File: config.mk
export PLATFORM = sky130hd
export DESIGN_NAME = ann_layer_seq
export DESIGN_NICKNAME = d
export VERILOG_FILES = /design/src/rtl/ann_layer_seq.sv
export SDC_FILE = /design/constraint.sdc
export NUM_CORES = 1
export LEC_CHECK = 0
export ABC_CLOCK_PERIOD_IN_PS = 6350
export BUFFER_PORTS_ARGS = -buffer_cell sky130_fd_sc_hd__buf_4
export CAP_MARGIN = 20
export CORE_MARGIN = 3
export CORE_UTILIZATION = 35
export CTS_BUF_LIST = sky130_fd_sc_hd__clkbuf_8 sky130_fd_sc_hd__clkbuf_16
export CTS_CLUSTER_DIAMETER = 50
export DETAILED_ROUTE_END_ITERATION = 16
export GPL_TIMING_DRIVEN = 1
export HOLD_SLACK_MARGIN = 0.06
export PLACE_DENSITY = 0.59
export SLEW_MARGIN = 20
export SYNTH_ARGS = -nofsm -noshare
export SYNTH_HDL_FRONTEND = slang
export SYNTH_SLANG_ARGS = --single-unit
File: constraint.sdc
create_clock -name clk -period 6.35 [get_ports clk]
set_input_delay 0.3175 -clock clk [delete_from_list [all_inputs] [get_ports clk]]
set_output_delay 0.3175 -clock clk [all_outputs]
set_load 0.01 [all_outputs]
File: src/rtl/ann_layer_seq.sv
// ann_layer_seq: one fully-connected ANN layer sequenced around a single shared signed MAC,
// with shift, ReLU and saturation applied to each neuron's sum before it is written out.
module ann_layer_seq #(
    parameter int N_IN  = 4,
    parameter int N_OUT = 4,
    parameter int DW    = 8,
    parameter int SHIFT = 0,
    parameter int ACCW  = 2*DW+$clog2(N_IN),
    localparam int XAW  = $clog2(N_IN),
    localparam int WAW  = $clog2(N_IN*N_OUT),
    localparam int YAW  = N_OUT > 1 ? $clog2(N_OUT) : 1
) (
    input  logic           clk,
    input  logic           rst,
    input  logic           start,
    input  logic           abort,
    output logic           busy,
    output logic           done,
    output logic           mem_re,
    output logic [XAW-1:0] x_addr,
    output logic [WAW-1:0] w_addr,
    input  logic [DW-1:0]  x_data,
    input  logic [DW-1:0]  w_data,
    output logic           y_we,
    output logic [YAW-1:0] y_addr,
    output logic [DW-1:0]  y_data
);
    typedef enum logic [2:0] {IDLE, CLEAR, RUN, LAST, WRITE, DONE} state_t;
    localparam logic [WAW-1:0] N_IN_W = WAW'(N_IN);
    localparam logic signed [ACCW-1:0] Y_MAX = ACCW'((1 << (DW-1)) - 1);
    state_t state, state_nx;
    logic [XAW-1:0] i;
    logic [YAW-1:0] j;
    logic mac_en_d, last_i, last_j;
    logic signed [ACCW-1:0] acc, s;
    logic signed [2*DW-1:0] prod;
    assign last_i = i == XAW'(N_IN-1);
    assign last_j = j == YAW'(N_OUT-1);
    assign prod = (2*DW)'($signed(x_data)) * (2*DW)'($signed(w_data));
    assign s = acc >>> SHIFT;
    always_comb begin
        state_nx = state;
        case (state)
            IDLE:    state_nx = start ? CLEAR : IDLE;
            CLEAR:   state_nx = RUN;
            RUN:     state_nx = last_i ? LAST : RUN;
            LAST:    state_nx = WRITE;
            WRITE:   state_nx = last_j ? DONE : CLEAR;
            DONE:    state_nx = IDLE;
            default: state_nx = IDLE;
        endcase
        if (abort) state_nx = IDLE;
        busy   = state != IDLE;
        done   = state == DONE;
        mem_re = state == RUN;
        y_we   = state == WRITE && !abort;
        x_addr = i;
        w_addr = WAW'(j) * N_IN_W + WAW'(i);
        y_addr = j;
        y_data = s[ACCW-1] ? '0 : (s > Y_MAX ? DW'(Y_MAX) : s[DW-1:0]);
    end
    // read data lags mem_re by one cycle, so the MAC enable is the delayed RUN decode
    always_ff @(posedge clk or posedge rst) begin
        if (rst) begin
            state    <= IDLE;
            i        <= '0;
            j        <= '0;
            acc      <= '0;
            mac_en_d <= 1'b0;
        end else begin
            state    <= state_nx;
            mac_en_d <= state == RUN && !abort;
            if (state == IDLE) j <= '0;
            if (state == CLEAR) begin
                i   <= '0;
                acc <= '0;
            end else if (mac_en_d) begin
                acc <= acc + ACCW'(prod);
            end
            if (state == RUN) i <= i + XAW'(1);
            if (state == WRITE && !last_j) j <= j + YAW'(1);
        end
    end
endmodule

==> results of run 1 <==
-- registers in the layout, indices dropped and copies added, names as in the netlist --
| name | count |
|---|---|
| acc | 18 |
| mac_en_d | 1 |
| y_addr | 2 |
| x_addr | 2 |
| state | 3 |
-- synth_stat cells (2+ instances only) --
master | number | area share
a211oi_1 | 3 | 0.0051
a21oi_1 | 15 | 0.017
a22o_1 | 5 | 0.0099
and2_1 | 33 | 0.047
buf_4 | 5 | 0.0085
clkbuf_1 | 5 | 0.0042
dfrtp_1 | 26 | 0.15
fa_1 | 80 | 0.36
ha_1 | 44 | 0.12
inv_1 | 95 | 0.080
nand2_1 | 45 | 0.038
nand2b_1 | 3 | 0.0042
nand3b_1 | 2 | 0.0034
nor2_1 | 15 | 0.013
nor2b_1 | 2 | 0.0028
nor3_1 | 6 | 0.0068
nor4_1 | 2 | 0.0028
o211ai_1 | 2 | 0.0034
o21a_1 | 3 | 0.0051
o21ai_0 | 17 | 0.019
o21bai_1 | 2 | 0.0034
o31ai_1 | 5 | 0.0085
or4_1 | 4 | 0.0068
xnor2_1 | 12 | 0.024
xor2_1 | 2 | 0.0039
-- cell type report --
class                           count  area (sq um)  share of cell area
Multi-Input combinational cell    325          3352              0.6753
Sequential cell                    26         650.6              0.1311
Inverter                           96         360.3             0.07260
Timing Repair Buffer               38         285.3             0.05747
Tap cell                          168         210.2             0.04235
Clock buffer                        3         75.07             0.01512
Clock inverter                      1         30.03            0.006050
-- how the worst min path moves through the flow --
stage / from / endpoint / slack [ns]
4_1_cts: abort / state[1]$_DFF_PP0_ / 0.24
5_1_grt: rst / y_addr[0]$_DFFE_PP0P_ / 0.18
6_report: rst / y_addr[0]$_DFFE_PP0P_ / 0.12
3_5_place_dp: acc[2]$_DFFE_PP0P_ / acc[2]$_DFFE_PP0P_ / 0.48
2_1_floorplan: rst / acc[0]$_DFFE_PP0P_ / 0.36
3_3_place_gp: acc[6]$_DFFE_PP0P_ / acc[6]$_DFFE_PP0P_ / 0.48
-- layer usage --
layer  GRT usage  routed length, microns
met2      0.2281                    4583
met5           0                       0
met3     0.01148                     252
met4     0.02245                     142
met1      0.1983                    4186
-- cell families after synthesis --
family	synth area share
fa+ha+maj	0.4848
simple gates	0.1471
buf+inv	0.09836
compound gates	0.09470
flops	0.1466
xor+xnor	0.02762
other cells	0.0008447
-- through the flow --
step	hold WS (ns)	setup WS (ns)	instances	util
4_1_cts	0.2410	1.296	657	0.4065
6_report	0.1173	1.289	657	0.4065
5_1_grt	0.1782	1.083	657	0.4065
2_1_floorplan	0.3575	1.357	460	-
3_5_place_dp	0.4818	1.036	653	0.3978
3_3_place_gp	0.4764	1.107	653	0.3978
-- power by group through the flow --
stage	Clock, mW	Combinational, mW	Sequential, mW
final	0.187	2.13	0.253
after global routing	0.196	2.43	0.261
after CTS	0.189	2.16	0.254
after detailed placement	0	2.15	0.257
after global placement	0	2.10	0.256
after floorplan	0	1.62	0.239
==> flow_summary.yaml, run 1 <==
run_status:
  outcome: "finished clean"
route:
  drt_wl_total_microns: 9164
  drc: 0
  drtPass1Iterations: 4
  drt-initial-drc-count: 101
  num_vias: 3137
  wire_per_inst_microns: 13.95
  ant_nets: 0
  via_per_inst: 4.775
job:
  max_cap_viol_count: 0
clock_network:
  numClockSinks: 26
  clk_latency_ns: 0.26
  cts_buffer_depth: 2
  htreeDepth: 1
  post-cts-setup-buffer-count: 0
  root_buffer: "clkbuf_16"
  path_clk_slew_ns: 0.07
  tritoncts: "built"
  cts_buffers: 3
  cts_resized: 0
  cts_hold_buf: 0
layout:
  layout_common_cells: "inv_1 (94), fa_1 (80), nand2_1 (45)"
  fillers: 1248
  syn_to_final_growth_pct: 11.81
  final_common_cell: "inv_1"
  antenna-diode-count: 0
  layout-drive-gt1-share: 0.1084
  postLayoutCellArea_sq_mm: 0.004964
  nets: 634
global_routing:
  overflow: 0
  grt_pass1_vias: 3277
  grt_use_total: 0.1369
  grt_pass1_wl_microns: 16260
  grt_max_degree: 27
  antenna_found_initial: 0
power_and_ir_drop:
  p_int_mw: 1.294
  pwr-share-seq: 0.099
  p_switching_mw: 1.274
  leakage_nw: 2.535
  irDropWorstVdd_mv: 0.2204
  swShare: 0.4962
  power_mw: 2.568
  power_density_mw_per_mm2: 517.3
  pwr-share-clk: 0.073
  p_comb_frac: 0.829
critical_path:
  critPathLaunch: "w_data[0]"
  crit_family: "adder cells"
  crit_buf_inv: 3
  cp-endpoint: "acc[16]$_DFFE_PP0P_"
  critPathMaxFanout: 11
  crit_type: "input pin to register"
  cp.required_ns: 6.50
  cp_slowest_cell: "fa_1"
  setup.worst_path.start_class: "input pin"
  timing.rr.end: "acc[16]$_DFFE_PP0P_"
  ff2ff_path_depth: 16
  cp.depth: 14
  reg2reg_from: "acc[6]$_DFFE_PP0P_"
  cp-end-kind: "register"
  cp_common_cell: "fa_1"
  arrival_ns: 5.21
  critical-path-max-stage-delay_ns: 0.53
  cp_cell_sequence: "buf_4, and2_1, inv_1, fa_1, inv_1, fa_1, fa_1, fa_1, fa_1, ha_1, or3_4, o221a_1, or4_1, a32o_1"
  r2r_setup_slack_ns: 1.59
yosys:
  ys.flop_type: "dfrtp_1"
  syn_avg_cell_area_sq_um: 9.651
  synthArstFlopShare: 1.000
  ys_types: 52
  seq_area_frac_synth: 0.1466
  synth_seq_cells: 26
  synth_warnings: 0
  syn_nets: 604
  synth_edf_count: 0
  syn_area_sq_mm: 0.004439
  synthCells: 460
sta:
  worstMarginPinSlew_ns: 0.8167
  finalMaxSlewViolations: 0
  max_freq_ghz: 0.1976
  relSlewSlack: 0.4550
  hold_viol: 0
  skew_ns: 0.004200
  setup_viol: 0
  rsz0062_at_grt: "false"
  period_minus_slack_ns: 5.061
  period_share: 0.7969
  setup_tns_ns: 0
placed_design:
  dp_hpwl_microns: 7972
  port_buffers: 38
  globalplace.congestion: 0.8281
  dpl_cell_area_sq_mm: 0.004858
floorplanning:
  die_y_microns: 118.6
  die_w_microns: 118.6
  ios: 40
  die_area_sq_mm: 0.01407
  std_cell_rows: 40
  core_region_area_sq_mm: 0.01221
  start_util: 0.3635
worst_hold_path:
  hold_class: "input pin to asynchronous set/reset pin"
Note: power is estimated with default switching activity, not from simulation.
==> run 2: changes to the inputs <==
--- a/config.mk
+++ b/config.mk
@@ -5,7 +5,8 @@
 export SDC_FILE = /design/constraint.sdc
 export NUM_CORES = 1
 export LEC_CHECK = 0
-export ABC_CLOCK_PERIOD_IN_PS = 6350
+export ABC_AREA = 1
+export ABC_CLOCK_PERIOD_IN_PS = 4800
 export BUFFER_PORTS_ARGS = -buffer_cell sky130_fd_sc_hd__buf_4
 export CAP_MARGIN = 20
 export CORE_MARGIN = 3
==> constraint.sdc (replaced) <==
create_clock -name clk -period 4.8 [get_ports clk]
set_input_delay 0.24 -clock clk [delete_from_list [all_inputs] [get_ports clk]]
set_output_delay 0.24 -clock clk [all_outputs]
set_load 0.01 [all_outputs]
==> flow_summary.yaml, run 2 <==
sta:
  period_minus_slack_ns: 4.358
  rsz0062_at_grt: "false"
  worstMarginPinSlew_ns: 0.5972
  hold_viol: 0
  relSlewSlack: 0.6013
  setup_viol: 0
  max_freq_ghz: 0.2295
  setup_tns_ns: 0
  finalMaxSlewViolations: 0
  skew_ns: 0.003410
  period_share: 0.9078
layout:
  postLayoutCellArea_sq_mm: 0.005207
  final_common_cell: "inv_1"
  syn_to_final_growth_pct: 11.05
  layout-drive-gt1-share: 0.1022
  reg.largest.list: "acc (18), state (3)"
  layout_common_cells: "inv_1 (155), nand2_1 (148), fa_1 (80)"
  largest_reg_flops: 18
  largest_register: "acc"
  nets: 771
  antenna-diode-count: 0
route:
  drt_wl_total_microns: 9869
  drc: 0
  drt-initial-drc-count: 140
  wire_per_inst_microns: 12.37
  num_vias: 3600
  drtPass1Iterations: 4
  via_per_inst: 4.511
  ant_nets: 0
placed_design:
  dp_hpwl_microns: 8811
  dpl_cell_area_sq_mm: 0.005102
  port_buffers: 38
  globalplace.congestion: 0.8646
yosys:
  synth_top_area_frac: 0.3415
  synthArstFlopShare: 1.000
  syn_avg_cell_area_sq_um: 7.777
  synth_area_leader_cell: "fa_1"
  synth_seq_cells: 26
  synth_edf_count: 0
  syn_area_sq_mm: 0.004689
  synthCells: 603
  synth_warnings: 0
  syn_nets: 747
  yosysMostFrequentCell: "inv_1"
  synth_common_cells: "inv_1 (156), nand2_1 (148), fa_1 (80)"
  ys_types: 32
  ys_top_cells_by_area: "fa_1 (34%), dfrtp_1 (14%), inv_1 (12%)"
  ys.flop_type: "dfrtp_1"
  seq_area_frac_synth: 0.1387
clock_network:
  path_clk_slew_ns: 0.07
  root_buffer: "clkbuf_16"
  cts_buffer_depth: 2
  htreeDepth: 1
  post-cts-setup-buffer-count: 0
  cts_buffers: 3
  tritoncts: "built"
  cts_resized: 0
  cts_hold_buf: 0
  numClockSinks: 26
  clk_latency_ns: 0.27
floorplanning:
  die_w_microns: 121.8
  ios: 40
  start_util: 0.3642
  die_y_microns: 121.8
  core_region_area_sq_mm: 0.01288
  die_area_sq_mm: 0.01482
  std_cell_rows: 41
global_routing:
  grt_pass1_vias: 3828
  grt_pass1_wl_microns: 18130
  overflow: 0
  grt_max_degree: 27
  grt_use_total: 0.1489
  antenna_found_initial: 0
critical_path:
  r2r_setup_slack_ns: 0.55
  cp.required_ns: 4.96
  crit_family: "adder cells"
  arrival_ns: 4.52
  ff2ff_path_depth: 19
  reg2reg_from: "acc[6]$_DFFE_PP0P_"
  crit_buf_inv: 3
  timing.rr.end: "acc[17]$_DFFE_PP0P_"
  critPathMaxFanout: 6
  cp-end-kind: "register"
  critical-path-max-stage-delay_ns: 0.59
  crit_type: "input pin to register"
  cp_slowest_cell: "fa_1"
  cp_common_cell: "fa_1"
  cp_cell_sequence: "buf_4, clkinv_1, or2_2, fa_1, fa_1, inv_1, fa_1, fa_1, fa_1, ha_1, nand2_2, nor2_1, nand2_1, nand3_1, nand2_1, nand2_1, nand3_1, nand3_1, nand2_1"
  setup.worst_path.start_class: "input pin"
run_status:
  outcome: "finished clean"
worst_hold_path:
  hold_class: "input pin to asynchronous set/reset pin"
job:
  max_cap_viol_count: 0
==> run 2: worst max-delay path by stage <==
stage,start,endpoint,slack [ns],cells after the start
floorplan,w_data[7],acc[13]$_DFFE_PP0P_,0.40,18
global placement,w_data[7],acc[17]$_DFFE_PP0P_,0.18,19
detailed placement,w_data[2],acc[17]$_DFFE_PP0P_,0.16,22
CTS,w_data[7],acc[16]$_DFFE_PP0P_,0.41,17
global route,w_data[7],acc[16]$_DFFE_PP0P_,0.07,17
finish,w_data[7],acc[17]$_DFFE_PP0P_,0.44,19
==> run 2: cell type report <==
class	count	area, sq um
Tap cell	172	215.2
Clock inverter	1	30.03
Timing Repair Buffer	41	307.8
Multi-Input combinational cell	390	3309
Sequential cell	26	650.6
Inverter	165	619.3
Fill cell	1314	7669
Clock buffer	3	75.07
==> run 2: through the flow <==
stage,util,setup slack (ns),hold WS (ns),cells
finish,0.4044,0.4424,0.04316,798
global route,0.4044,0.06787,0.08925,798
CTS,0.4044,0.4055,0.1608,798
detailed placement,0.3963,0.1626,0.4445,794
global placement,0.3963,0.1844,0.4399,794
floorplan,-,0.3987,0.2800,603
==> run 2: logic make-up (layout without fill, tap and decap cells) <==
group / Yosys count / after routing / share of synthesized area
compound gates: 49 / 49 / 0.05736
xor+xnor: 1 / 1 / 0.001868
fa+ha+maj: 124 / 124 / 0.4589
buf+inv: 187 / 210 / 0.1555
flops: 26 / 26 / 0.1387
other cells: 1 / 1 / 0.0007997
simple gates: 215 / 215 / 0.1868
==> run 2: metal layers <==
layer	GRT usage	vias to the layer above	share of wire
met5	0	-	0
li1	-	1800	-
met4	0.02101	0	0.0054
met1	0.2056	1767	0.46
met3	0.009749	4	0.014
met2	0.2642	29	0.52
Power of run 2 is left out: the tool's default activity adds up to more than one toggle a clock period on the data nets, which glitch-free logic cannot reach.
==> run 3: changes to the inputs <==
--- a/config.mk
+++ b/config.mk
@@ -16,7 +16,7 @@
 export DETAILED_ROUTE_END_ITERATION = 16
 export GPL_TIMING_DRIVEN = 1
 export HOLD_SLACK_MARGIN = 0.06
-export PLACE_DENSITY = 0.59
+export PLACE_DENSITY = 0.64
 export SLEW_MARGIN = 20
 export SYNTH_ARGS = -nofsm -noshare
 export SYNTH_HDL_FRONTEND = slang
==> flow_summary.yaml, run 3 (synthesized netlist as in run 2, its figures left out) <==
global_routing:
  grt_use_total: 0.1451
  antenna_found_initial: 0
  grt-busiest-layer: "met2"
  grt_use_met3: 0.01532
  grt_max_degree: 27
  grt_pass1_vias: 3855
  met2_usage: 0.2569
  use_met1: 0.1958
  overflow: 0
  grt_pass1_wl_microns: 17730
clock_network:
  clk_latency_ns: 0.27
  cts_hold_buf: 0
  tritoncts: "built"
  htreeDepth: 1
  cts_resized: 0
  root_buffer: "clkbuf_16"
  cts_buffer_depth: 2
  path_clk_slew_ns: 0.08
  numClockSinks: 26
  post-cts-setup-buffer-count: 0
  cts_buffers: 3
layout:
  antenna-diode-count: 0
  layout-drive-gt1-share: 0.1008
  largest_reg_flops: 18
  final_common_cell: "inv_1"
  largest_register: "acc"
  syn_to_final_growth_pct: 10.89
  nets: 770
  layout_common_cells: "inv_1 (155), nand2_1 (148), fa_1 (80)"
  reg.largest.list: "acc (18), state (3)"
  postLayoutCellArea_sq_mm: 0.005200
worst_hold_path:
  hold_class: "input pin to asynchronous set/reset pin"
critical_path:
  cp.required_ns: 4.97
  crit_type: "input pin to register"
  cp_cell_sequence: "buf_4, clkinv_1, or2_2, fa_1, fa_1, inv_1, fa_1, fa_1, fa_1, ha_1, nand2_2, nor2_1, nand2_1, nand3_1, nand2_1, nand2_1, nand3_1, nand3_1, nand2_1"
  arrival_ns: 4.52
  critical-path-max-stage-delay_ns: 0.60
  crit_family: "adder cells"
  ff2ff_path_depth: 19
  reg2reg_from: "acc[6]$_DFFE_PP0P_"
  critPathMaxFanout: 6
  r2r_setup_slack_ns: 0.52
  cp_slowest_cell: "fa_1"
  crit_buf_inv: 3
  cp_common_cell: "fa_1"
  cp-end-kind: "register"
  setup.worst_path.start_class: "input pin"
  timing.rr.end: "acc[17]$_DFFE_PP0P_"
sta:
  max_freq_ghz: 0.2299
  rsz0062_at_grt: "false"
  skew_ns: 0.01266
  hold_viol: 0
  relSlewSlack: 0.5842
  finalMaxSlewViolations: 0
  worstMarginPinSlew_ns: 0.6228
  period_minus_slack_ns: 4.351
  setup_viol: 0
  period_share: 0.9064
  setup_tns_ns: 0
route:
  drt_wl_total_microns: 9793
  drc: 0
  via_per_inst: 4.561
  wire_per_inst_microns: 12.29
  num_vias: 3635
  drt-initial-drc-count: 144
  drtPass1Iterations: 5
  ant_nets: 0
placed_design:
  globalplace.congestion: 0.8321
  port_buffers: 38
  dpl_cell_area_sq_mm: 0.005095
  dp_hpwl_microns: 8583
floorplanning:
  die_area_sq_mm: 0.01482
  std_cell_rows: 41
  core_region_area_sq_mm: 0.01288
  die_w_microns: 121.8
  die_y_microns: 121.8
  ios: 40
  start_util: 0.3642
job:
  max_cap_viol_count: 0
run_status:
  outcome: "finished clean"
run 3: changes by cell type in the layout (fill, tap and decap cells not counted), sizes merged:
cell	delta
buf	-1
run 3: per-layer routing:
layer	up-vias	share of wire	wire, microns
li1	1798	-	-
met1	1768	0.46	4551
met2	56	0.50	4878
met3	13	0.027	268
met4	0	0.0096	94
met5	-	0	0
run 3: layout make-up:
| class | instances | area (sq um) |
|---|---|---|
| Multi-Input combinational cell | 390 | 3309 |
| Sequential cell | 26 | 650.6 |
| Timing Repair Buffer | 40 | 300.3 |
| Tap cell | 172 | 215.2 |
| Fill cell | 1303 | 7676 |
| Inverter | 165 | 619.3 |
| Clock inverter | 1 | 30.03 |
| Clock buffer | 3 | 75.07 |
run 3: worst max-delay path by stage:
stage	startpoint	endpoint	cells after the start
3_5_place_dp	w_data[7]	acc[17]$_DFFE_PP0P_	19
3_3_place_gp	w_data[7]	acc[17]$_DFFE_PP0P_	19
2_1_floorplan	w_data[7]	acc[13]$_DFFE_PP0P_	18
4_1_cts	w_data[7]	acc[17]$_DFFE_PP0P_	19
5_1_grt	w_data[7]	acc[14]$_DFFE_PP0P_	17
6_report	w_data[7]	acc[17]$_DFFE_PP0P_	19
run 3: worst reg2reg max path, delay by kind of cell (launching register included):
kind	cells	cell delay (ns)
buf+inv	4	0.26
flops	1	0.35
simple gates	9	0.75
fa+ha+maj	6	2.83
run 3: metrics by stage:
step,utilization,setup WS [ns],std cells,hold WS [ns]
floorplan,-,0.3987,603,0.2800
global placement,0.3957,0.1977,793,0.4308
detailed placement,0.3957,0.1555,793,0.4349
CTS,0.4038,0.4114,797,0.1545
global route,0.4038,0.1639,797,0.1006
finish,0.4038,0.4495,797,0.04343
Power of run 3 is left out for the same reason.
